`src/rtl/axi_pkg.sv`:
```
// Shared AXI read-channel constants and the read-master FSM state type.
package axi_pkg;

  localparam logic [1:0] RESP_OKAY   = 2'd0;
  localparam logic [1:0] RESP_EXOKAY = 2'd1;
  localparam logic [1:0] RESP_SLVERR = 2'd2;
  localparam logic [1:0] RESP_DECERR = 2'd3;

  localparam logic [1:0] BURST_FIXED = 2'd0;
  localparam logic [1:0] BURST_INCR  = 2'd1;
  localparam logic [1:0] BURST_WRAP  = 2'd2;

  typedef enum logic [1:0] {
    ST_IDLE = 2'd0,
    ST_ADDR = 2'd1,
    ST_DATA = 2'd2
  } state_t;

  // EXOKAY is a successful response; only SLVERR/DECERR are errors.
  function automatic logic resp_is_error(input logic [1:0] resp);
    return (resp == RESP_SLVERR) || (resp == RESP_DECERR);
  endfunction

endpackage

```
`src/rtl/axi_read_master_if.sv`:
```
// AXI4 AR + R channel bundle between a read master and its slave.
interface axi_read_master_if #(
  parameter int ADDRESS_WIDTH = 8,
  parameter int DATA_WIDTH    = 32
);

  logic [ADDRESS_WIDTH-1:0] araddr;
  logic [7:0]               arlen;
  logic [2:0]               arsize;
  logic [1:0]               arburst;
  logic                     arvalid;
  logic                     arready;

  logic [DATA_WIDTH-1:0]    rdata;
  logic [1:0]               rresp;
  logic                     rlast;
  logic                     rvalid;
  logic                     rready;

  modport master (
    output araddr, arlen, arsize, arburst, arvalid,
    input  arready,
    input  rdata, rresp, rlast, rvalid,
    output rready
  );

  modport slave (
    input  araddr, arlen, arsize, arburst, arvalid,
    output arready,
    output rdata, rresp, rlast, rvalid,
    input  rready
  );

endinterface

```
`src/rtl/axi_beat_reg.sv`:
```
// One-entry valid/ready register carrying a data beat and its last flag.
module axi_beat_reg #(
  parameter int DATA_WIDTH = 32
) (
  input  logic                  aclk,
  input  logic                  aresetn,
  input  logic [DATA_WIDTH-1:0] in_data,
  input  logic                  in_last,
  input  logic                  in_valid,
  output logic                  in_ready,
  output logic [DATA_WIDTH-1:0] out_data,
  output logic                  out_last,
  output logic                  out_valid,
  input  logic                  out_ready
);

  // Accepting while draining gives back-to-back beats with no bubble.
  assign in_ready = !out_valid || out_ready;

  // NOTE: sequential state uses non-blocking assignments so every flop samples pre-edge values.
  always_ff @(posedge aclk or negedge aresetn) begin
    if (!aresetn) begin
      out_data  <= '0;
      out_last  <= 1'b0;
      out_valid <= 1'b0;
    end else if (in_valid && in_ready) begin
      out_data  <= in_data;
      out_last  <= in_last;
      out_valid <= 1'b1;
    end else if (out_ready) begin
      out_valid <= 1'b0;
      out_last  <= 1'b0;
    end
  end

endmodule

```
`src/rtl/axi_read_master.sv`:
```
// Single-outstanding AXI4 read-burst master: issues one AR, counts R beats into
// a one-entry output register, flags resp/rlast errors and pulses done on drain.
module axi_read_master
  import axi_pkg::*;
#(
  parameter int ADDRESS_WIDTH = 8,
  parameter int DATA_WIDTH    = 32
) (
  input  logic                     aclk,
  input  logic                     aresetn,
  input  logic [ADDRESS_WIDTH-1:0] cmd_addr,
  input  logic [7:0]               cmd_len,
  input  logic [2:0]               cmd_size,
  input  logic [1:0]               cmd_burst,
  input  logic                     cmd_valid,
  output logic                     cmd_ready,
  axi_read_master_if.master        axi,
  output logic [DATA_WIDTH-1:0]    out_data,
  output logic                     out_last,
  output logic                     out_valid,
  input  logic                     out_ready,
  output logic                     done,
  output logic [1:0]               err
);

  state_t                   state;
  state_t                   state_next;
  logic                     cmd_ready_q;
  logic                     done_q;
  logic [1:0]               err_q;
  logic [ADDRESS_WIDTH-1:0] araddr_q;
  logic [7:0]               arlen_q;
  logic [2:0]               arsize_q;
  logic [1:0]               arburst_q;
  logic [7:0]               beat_cnt;
  logic                     all_captured;
  logic                     arvalid_c;
  logic                     rready_c;
  logic                     beat_in_ready;
  logic                     cmd_fire;
  logic                     beat_fire;
  logic                     is_final;
  logic                     drain_final;

  assign cmd_fire    = cmd_valid && cmd_ready_q;
  assign beat_fire   = axi.rvalid && rready_c;
  assign is_final    = (beat_cnt == arlen_q);
  assign drain_final = out_valid && out_ready && out_last;

  always_ff @(posedge aclk or negedge aresetn) begin
    if (!aresetn) state <= ST_IDLE;
    else          state <= state_next;
  end

  // NOTE: every combinational output gets a default first so no path infers a latch.
  always_comb begin
    state_next = state;
    arvalid_c  = 1'b0;
    rready_c   = 1'b0;
    case (state)
      ST_IDLE: if (cmd_fire) state_next = ST_ADDR;
      ST_ADDR: begin
        arvalid_c = 1'b1;
        if (axi.arready) state_next = ST_DATA;
      end
      ST_DATA: begin
        // Burst length comes from the latched count, never from rlast.
        rready_c = !all_captured && beat_in_ready;
        if (drain_final) state_next = ST_IDLE;
      end
      default: state_next = ST_IDLE;
    endcase
  end

  always_ff @(posedge aclk or negedge aresetn) begin
    if (!aresetn) begin
      cmd_ready_q  <= 1'b0;
      done_q       <= 1'b0;
      err_q        <= '0;
      araddr_q     <= '0;
      arlen_q      <= '0;
      arsize_q     <= '0;
      arburst_q    <= '0;
      beat_cnt     <= '0;
      all_captured <= 1'b0;
    end else begin
      cmd_ready_q <= (state_next == ST_IDLE);
      done_q      <= (state == ST_DATA) && drain_final;
      if (cmd_fire) begin
        araddr_q     <= cmd_addr;
        arlen_q      <= cmd_len;
        arsize_q     <= cmd_size;
        arburst_q    <= cmd_burst;
        beat_cnt     <= '0;
        all_captured <= 1'b0;
        err_q        <= '0;
      end
      if (beat_fire) begin
        beat_cnt <= beat_cnt + 8'd1;
        if (is_final)                   all_captured <= 1'b1;
        if (resp_is_error(axi.rresp))   err_q[0]     <= 1'b1;
        if (axi.rlast != is_final)      err_q[1]     <= 1'b1;
      end
    end
  end

  axi_beat_reg #(.DATA_WIDTH(DATA_WIDTH)) u_beat_reg (
    .aclk      (aclk),
    .aresetn   (aresetn),
    .in_data   (axi.rdata),
    .in_last   (is_final),
    .in_valid  (beat_fire),
    .in_ready  (beat_in_ready),
    .out_data  (out_data),
    .out_last  (out_last),
    .out_valid (out_valid),
    .out_ready (out_ready)
  );

  assign axi.araddr  = araddr_q;
  assign axi.arlen   = arlen_q;
  assign axi.arsize  = arsize_q;
  assign axi.arburst = arburst_q;
  assign axi.arvalid = arvalid_c;
  assign axi.rready  = rready_c;
  assign cmd_ready   = cmd_ready_q;
  assign done        = done_q;
  assign err         = err_q;

endmodule

```
`src/flat_wrapper.sv`:
```
// flat-port wrapper written by rule: the top's interface ports become plain ports
module axi_read_master_flat import axi_pkg::*;
#(
  parameter int ADDRESS_WIDTH = 8,
  parameter int DATA_WIDTH    = 32
)
  (aclk, aresetn, cmd_addr, cmd_len, cmd_size, cmd_burst, cmd_valid, cmd_ready, out_data, out_last, out_valid, out_ready, done, err, axi_araddr, axi_arlen, axi_arsize, axi_arburst, axi_arvalid, axi_arready, axi_rdata, axi_rresp, axi_rlast, axi_rvalid, axi_rready);
  axi_read_master_if #(.ADDRESS_WIDTH(ADDRESS_WIDTH), .DATA_WIDTH(DATA_WIDTH)) axi_i ();
  input  logic aclk;
  input  logic aresetn;
  input  logic [ADDRESS_WIDTH-1:0] cmd_addr;
  input  logic [7:0] cmd_len;
  input  logic [2:0] cmd_size;
  input  logic [1:0] cmd_burst;
  input  logic cmd_valid;
  output logic cmd_ready;
  output logic [DATA_WIDTH-1:0] out_data;
  output logic out_last;
  output logic out_valid;
  input  logic out_ready;
  output logic done;
  output logic [1:0] err;
  output wire logic [$bits(axi_i.araddr)-1:0] axi_araddr;
  output wire logic [$bits(axi_i.arlen)-1:0] axi_arlen;
  output wire logic [$bits(axi_i.arsize)-1:0] axi_arsize;
  output wire logic [$bits(axi_i.arburst)-1:0] axi_arburst;
  output wire logic [$bits(axi_i.arvalid)-1:0] axi_arvalid;
  input wire logic [$bits(axi_i.arready)-1:0] axi_arready;
  input wire logic [$bits(axi_i.rdata)-1:0] axi_rdata;
  input wire logic [$bits(axi_i.rresp)-1:0] axi_rresp;
  input wire logic [$bits(axi_i.rlast)-1:0] axi_rlast;
  input wire logic [$bits(axi_i.rvalid)-1:0] axi_rvalid;
  output wire logic [$bits(axi_i.rready)-1:0] axi_rready;
  assign axi_araddr = axi_i.araddr;
  assign axi_arlen = axi_i.arlen;
  assign axi_arsize = axi_i.arsize;
  assign axi_arburst = axi_i.arburst;
  assign axi_arvalid = axi_i.arvalid;
  assign axi_i.arready = axi_arready;
  assign axi_i.rdata = axi_rdata;
  assign axi_i.rresp = axi_rresp;
  assign axi_i.rlast = axi_rlast;
  assign axi_i.rvalid = axi_rvalid;
  assign axi_rready = axi_i.rready;
  axi_read_master #(.ADDRESS_WIDTH(ADDRESS_WIDTH), .DATA_WIDTH(DATA_WIDTH)) u_core (.aclk(aclk), .aresetn(aresetn), .cmd_addr(cmd_addr), .cmd_len(cmd_len), .cmd_size(cmd_size), .cmd_burst(cmd_burst), .cmd_valid(cmd_valid), .cmd_ready(cmd_ready), .axi(axi_i), .out_data(out_data), .out_last(out_last), .out_valid(out_valid), .out_ready(out_ready), .done(done), .err(err));
endmodule
```
`config.mk`:
```
export PLATFORM = sky130hd
export DESIGN_NAME = axi_read_master_flat
export DESIGN_NICKNAME = d
export VERILOG_FILES = /design/src/rtl/axi_pkg.sv /design/src/rtl/axi_read_master_if.sv /design/src/rtl/axi_beat_reg.sv /design/src/rtl/axi_read_master.sv /design/src/flat_wrapper.sv
export SDC_FILE = /design/constraint.sdc
export NUM_CORES = 1
export LEC_CHECK = 0
export ABC_CLOCK_PERIOD_IN_PS = 3300
export CAP_MARGIN = 30
export CORE_MARGIN = 3
export CORE_UTILIZATION = 46
export DETAILED_ROUTE_END_ITERATION = 10
export PLACE_DENSITY = 0.86
export SLEW_MARGIN = 40
export SYNTH_ARGS = -nofsm -noshare
export SYNTH_HDL_FRONTEND = slang
export SYNTH_SLANG_ARGS = --single-unit
```
`constraint.sdc`:
```
create_clock -name aclk -period 3.3 [get_ports aclk]
set_clock_uncertainty 0.05 [all_clocks]
set_input_delay 0.825 -clock aclk [delete_from_list [all_inputs] [get_ports aclk]]
set_output_delay 0.825 -clock aclk [all_outputs]
set_load 0.01 [all_outputs]
```
==> results of run 1 <==
critical path, stage by stage:
cell	delay (ns)
clkdlybuf4s50_1	0.49
nand2b_1	0.21
and2_1	0.15
clkdlybuf4s50_1	0.53
report_power, final:
| part | total (uW) | internal, uW | switching (uW) |
|---|---|---|---|
| clock | 763 | 443 | 319 |
| combinational | 1610 | 933 | 677 |
| sequential | 1440 | 1220 | 226 |
final cells by class:
cell class	instances	area [um^2]	share of cell area, %
sequential	70	1750	39.9
timing repair buffer	126	1260	28.6
multi-input combinational	184	1060	24.2
clock buffer	10	138	3.14
tap	75	93.8	2.14
clock inverter	6	85.1	1.94
inverter	1	3.75	0.0855
stage by stage:
stage	cells	power (uW)	hold slack, ns	area (um^2)
final	472	3810	0.427	4390
after global routing	472	4070	0.456	4390
after CTS	472	3860	0.431	4390
after detailed placement	456	3090	0.412	4170
after global placement	456	3020	0.407	4170
after floorplan	266	2160	0.420	2890
logic make-up after synthesis:
group | Yosys count | synth area share [%]
AND/OR/NAND/NOR | 133 | 20.2
flip-flops | 70 | 60.6
multiplexers | 25 | 9.61
AO/OA/AOI/OAI | 15 | 3.42
buffers and inverters | 12 | 2.77
XOR/XNOR | 10 | 3.03
adder cells (fa/ha/maj) | 1 | 0.433
worst min-delay path by stage:
stage | start | end | slack [ns] | cells past startpoint
finish | u_core.u_beat_reg.out_data[16] | u_core.u_beat_reg.out_data[16] | 0.43 | 2
global route | u_core.u_beat_reg.out_data[16] | u_core.u_beat_reg.out_data[16] | 0.46 | 2
CTS | u_core.u_beat_reg.out_data[6] | u_core.u_beat_reg.out_data[6] | 0.43 | 2
detailed placement | u_core.u_beat_reg.out_data[6] | u_core.u_beat_reg.out_data[6] | 0.41 | 2
global placement | u_core.u_beat_reg.out_data[28] | u_core.u_beat_reg.out_data[28] | 0.41 | 2
floorplan | u_core.state[1] | u_core.state[0] | 0.42 | 1
metal layers:
metal / vias to the layer above / global-route usage [%] / wire (um)
li1: 1120 / - / -
met1: 1115 / 24.9 / 2900
met2: 73 / 33.3 / 3400
met3: 10 / 4.66 / 415
met4: 0 / 7.05 / 82
met5: - / 0 / 0
placed cells by master, fill, tap and decap left out, types with 3 or more instances in the layout:
cell type and count:
o21ai_0 6, and3_1 3, xor2_1 10, dfrtp_1 70, buf_4 4, clkbuf_8 10
nor3b_1 3, nand2_1 109, mux2_2 22, nand3_1 3, mux2i_1 3, clkdlybuf4s50_1 120
state kept, by name, summed over array words and instances (netlist names), 2 cells and up:
name,flops
u_core.axi.araddr,8
u_core.axi.arlen,8
u_core.axi.arsize,3
u_core.u_beat_reg.out_data,32
u_core.state,2
u_core.beat_cnt,8
u_core.err,2
u_core.axi.arburst,2
==> results.json, run 1 <==
{
  "synthToLayoutAreaGrowth_pct": 51.8,
  "maxCapViolations": 0,
  "synth_edf_count": 0,
  "ctsHoldBuffers": 0,
  "dp_slack_ns": 0.229,
  "relSlewSlack_pct": 62.8,
  "crit_end": "axi_rready",
  "clk_latency_ns": 0.34,
  "cts_tree": "built",
  "cts_buffers": 9,
  "antenna_found_initial": 0,
  "postCtsSetupRepairBufs": 0,
  "ys_async_sr_fraction_pct": 100,
  "hpwl_um": 4960,
  "drt.antenna.violating_nets": 0,
  "nets": 455,
  "n_antenna_cell": 0,
  "fmax_ghz": 0.325,
  "cp_data_arrival_time_ns": 2.20,
  "dieArea_um2": 7270,
  "cp_max_fo": 5,
  "wl_per_cell_um": 14.4,
  "synthCells": 266,
  "synth_area_um2": 2890,
  "initial_core_util_pct": 48.3,
  "synth_area_leaders": "dfrtp_1 61%, nand2_1 14%, mux2_2 8.6%, xor2_1 3.0%, buf_6 1.2%",
  "coreArea_um2": 5990,
  "outcome": "finished clean",
  "synth_cell_types": 35,
  "die_x_um": 85.3,
  "yosysTopAreaCell": "dfrtp_1",
  "ios": 123,
  "gp_congestion": 0.732,
  "final_util_pct": 73.2,
  "min_period_ns": 3.07,
  "r2r_slack_ns": 1.44,
  "drc": 0,
  "finalCritPeriodShare_pct": 93.2,
  "rows": 28,
  "grt_pass1_wl_um": 11300,
  "hold_viol": 0,
  "clk_path_buf_depth": 2,
  "fill_cells": 433,
  "r2r-start": "u_core.state[0]",
  "dr_total_vias": 2318,
  "r2r_end": "u_core.u_beat_reg.out_data[14]",
  "yosysWarningCount": 0,
  "drt_iter0_drc": 106,
  "setup_viol": 0,
  "rsz0062_at_grt": "no",
  "setup_tns_ns": 0,
  "worstSetupStartpointType": "input pin",
  "yosysMostFrequentCell": "nand2_1",
  "worstRegToRegCells": 5,
  "grt_pass1_vias": 2369,
  "syn_avg_cell_area_um2": 10.9,
  "yosysTopAreaCellShare_pct": 60.6,
  "slew_viol_final": 0,
  "irDropWorstVdd_v": 0.000567,
  "cts_htree_levels": 3,
  "grt_overflow_total": 0,
  "cp.required_ns": 2.42,
  "synth_common_cells": "109 x nand2_1, 70 x dfrtp_1, 22 x mux2_2, 10 x xor2_1",
  "worstSetupPathType": "input pin to output port",
  "clock_sinks": 70,
  "cts_resized": 0,
  "dieHeight_um": 85.3,
  "layout-drive-gt1-share_pct": 11.8,
  "ys_ff_latch": 70,
  "clockRootBuffer": "clkbuf_8",
  "crit_path_end_kind": "output port",
  "clk_pin_slew_worst_paths_ns": 0.07,
  "leakage_uw": 0.00204,
  "tightest_slew_ns": 0.553,
  "hold_class": "flop to flop",
  "port-buffer-count": 121,
  "grt_max_degree": 71,
  "track_usage_pct": 19.7,
  "power.density_nw_per_um2": 869,
  "setup_ws_ns": 0.226,
  "synth_ff_type": "dfrtp_1",
  "wirelength_um": 6800,
  "crit_path_start": "out_ready",
  "drt-pass1-iter-count": 4,
  "ys_seq_area_share_pct": 60.6,
  "synth.net_count": 329,
  "viasPerCell": 4.91
}
Note: power is estimated with default switching activity, not from simulation.
==> run 2, diff against run 1 <==
--- a/config.mk
+++ b/config.mk
@@ -9,6 +9,7 @@
 export CAP_MARGIN = 30
 export CORE_MARGIN = 3
 export CORE_UTILIZATION = 46
+export CTS_CLUSTER_SIZE = 25
 export DETAILED_ROUTE_END_ITERATION = 10
 export PLACE_DENSITY = 0.86
 export SLEW_MARGIN = 40
==> results of run 2 <==
No change in the layout: final DEF, timing and power equal those of run 1.
==> run 3, diff against run 2 <==
--- a/config.mk
+++ b/config.mk
@@ -6,11 +6,12 @@
 export NUM_CORES = 1
 export LEC_CHECK = 0
 export ABC_CLOCK_PERIOD_IN_PS = 3300
-export CAP_MARGIN = 30
+export CAP_MARGIN = 20
 export CORE_MARGIN = 3
 export CORE_UTILIZATION = 46
 export CTS_CLUSTER_SIZE = 25
 export DETAILED_ROUTE_END_ITERATION = 10
+export HOLD_SLACK_MARGIN = 0.05
 export PLACE_DENSITY = 0.86
 export SLEW_MARGIN = 40
 export SYNTH_ARGS = -nofsm -noshare
==> results of run 3 <==
No change in the layout: final DEF, timing and power equal those of run 1.
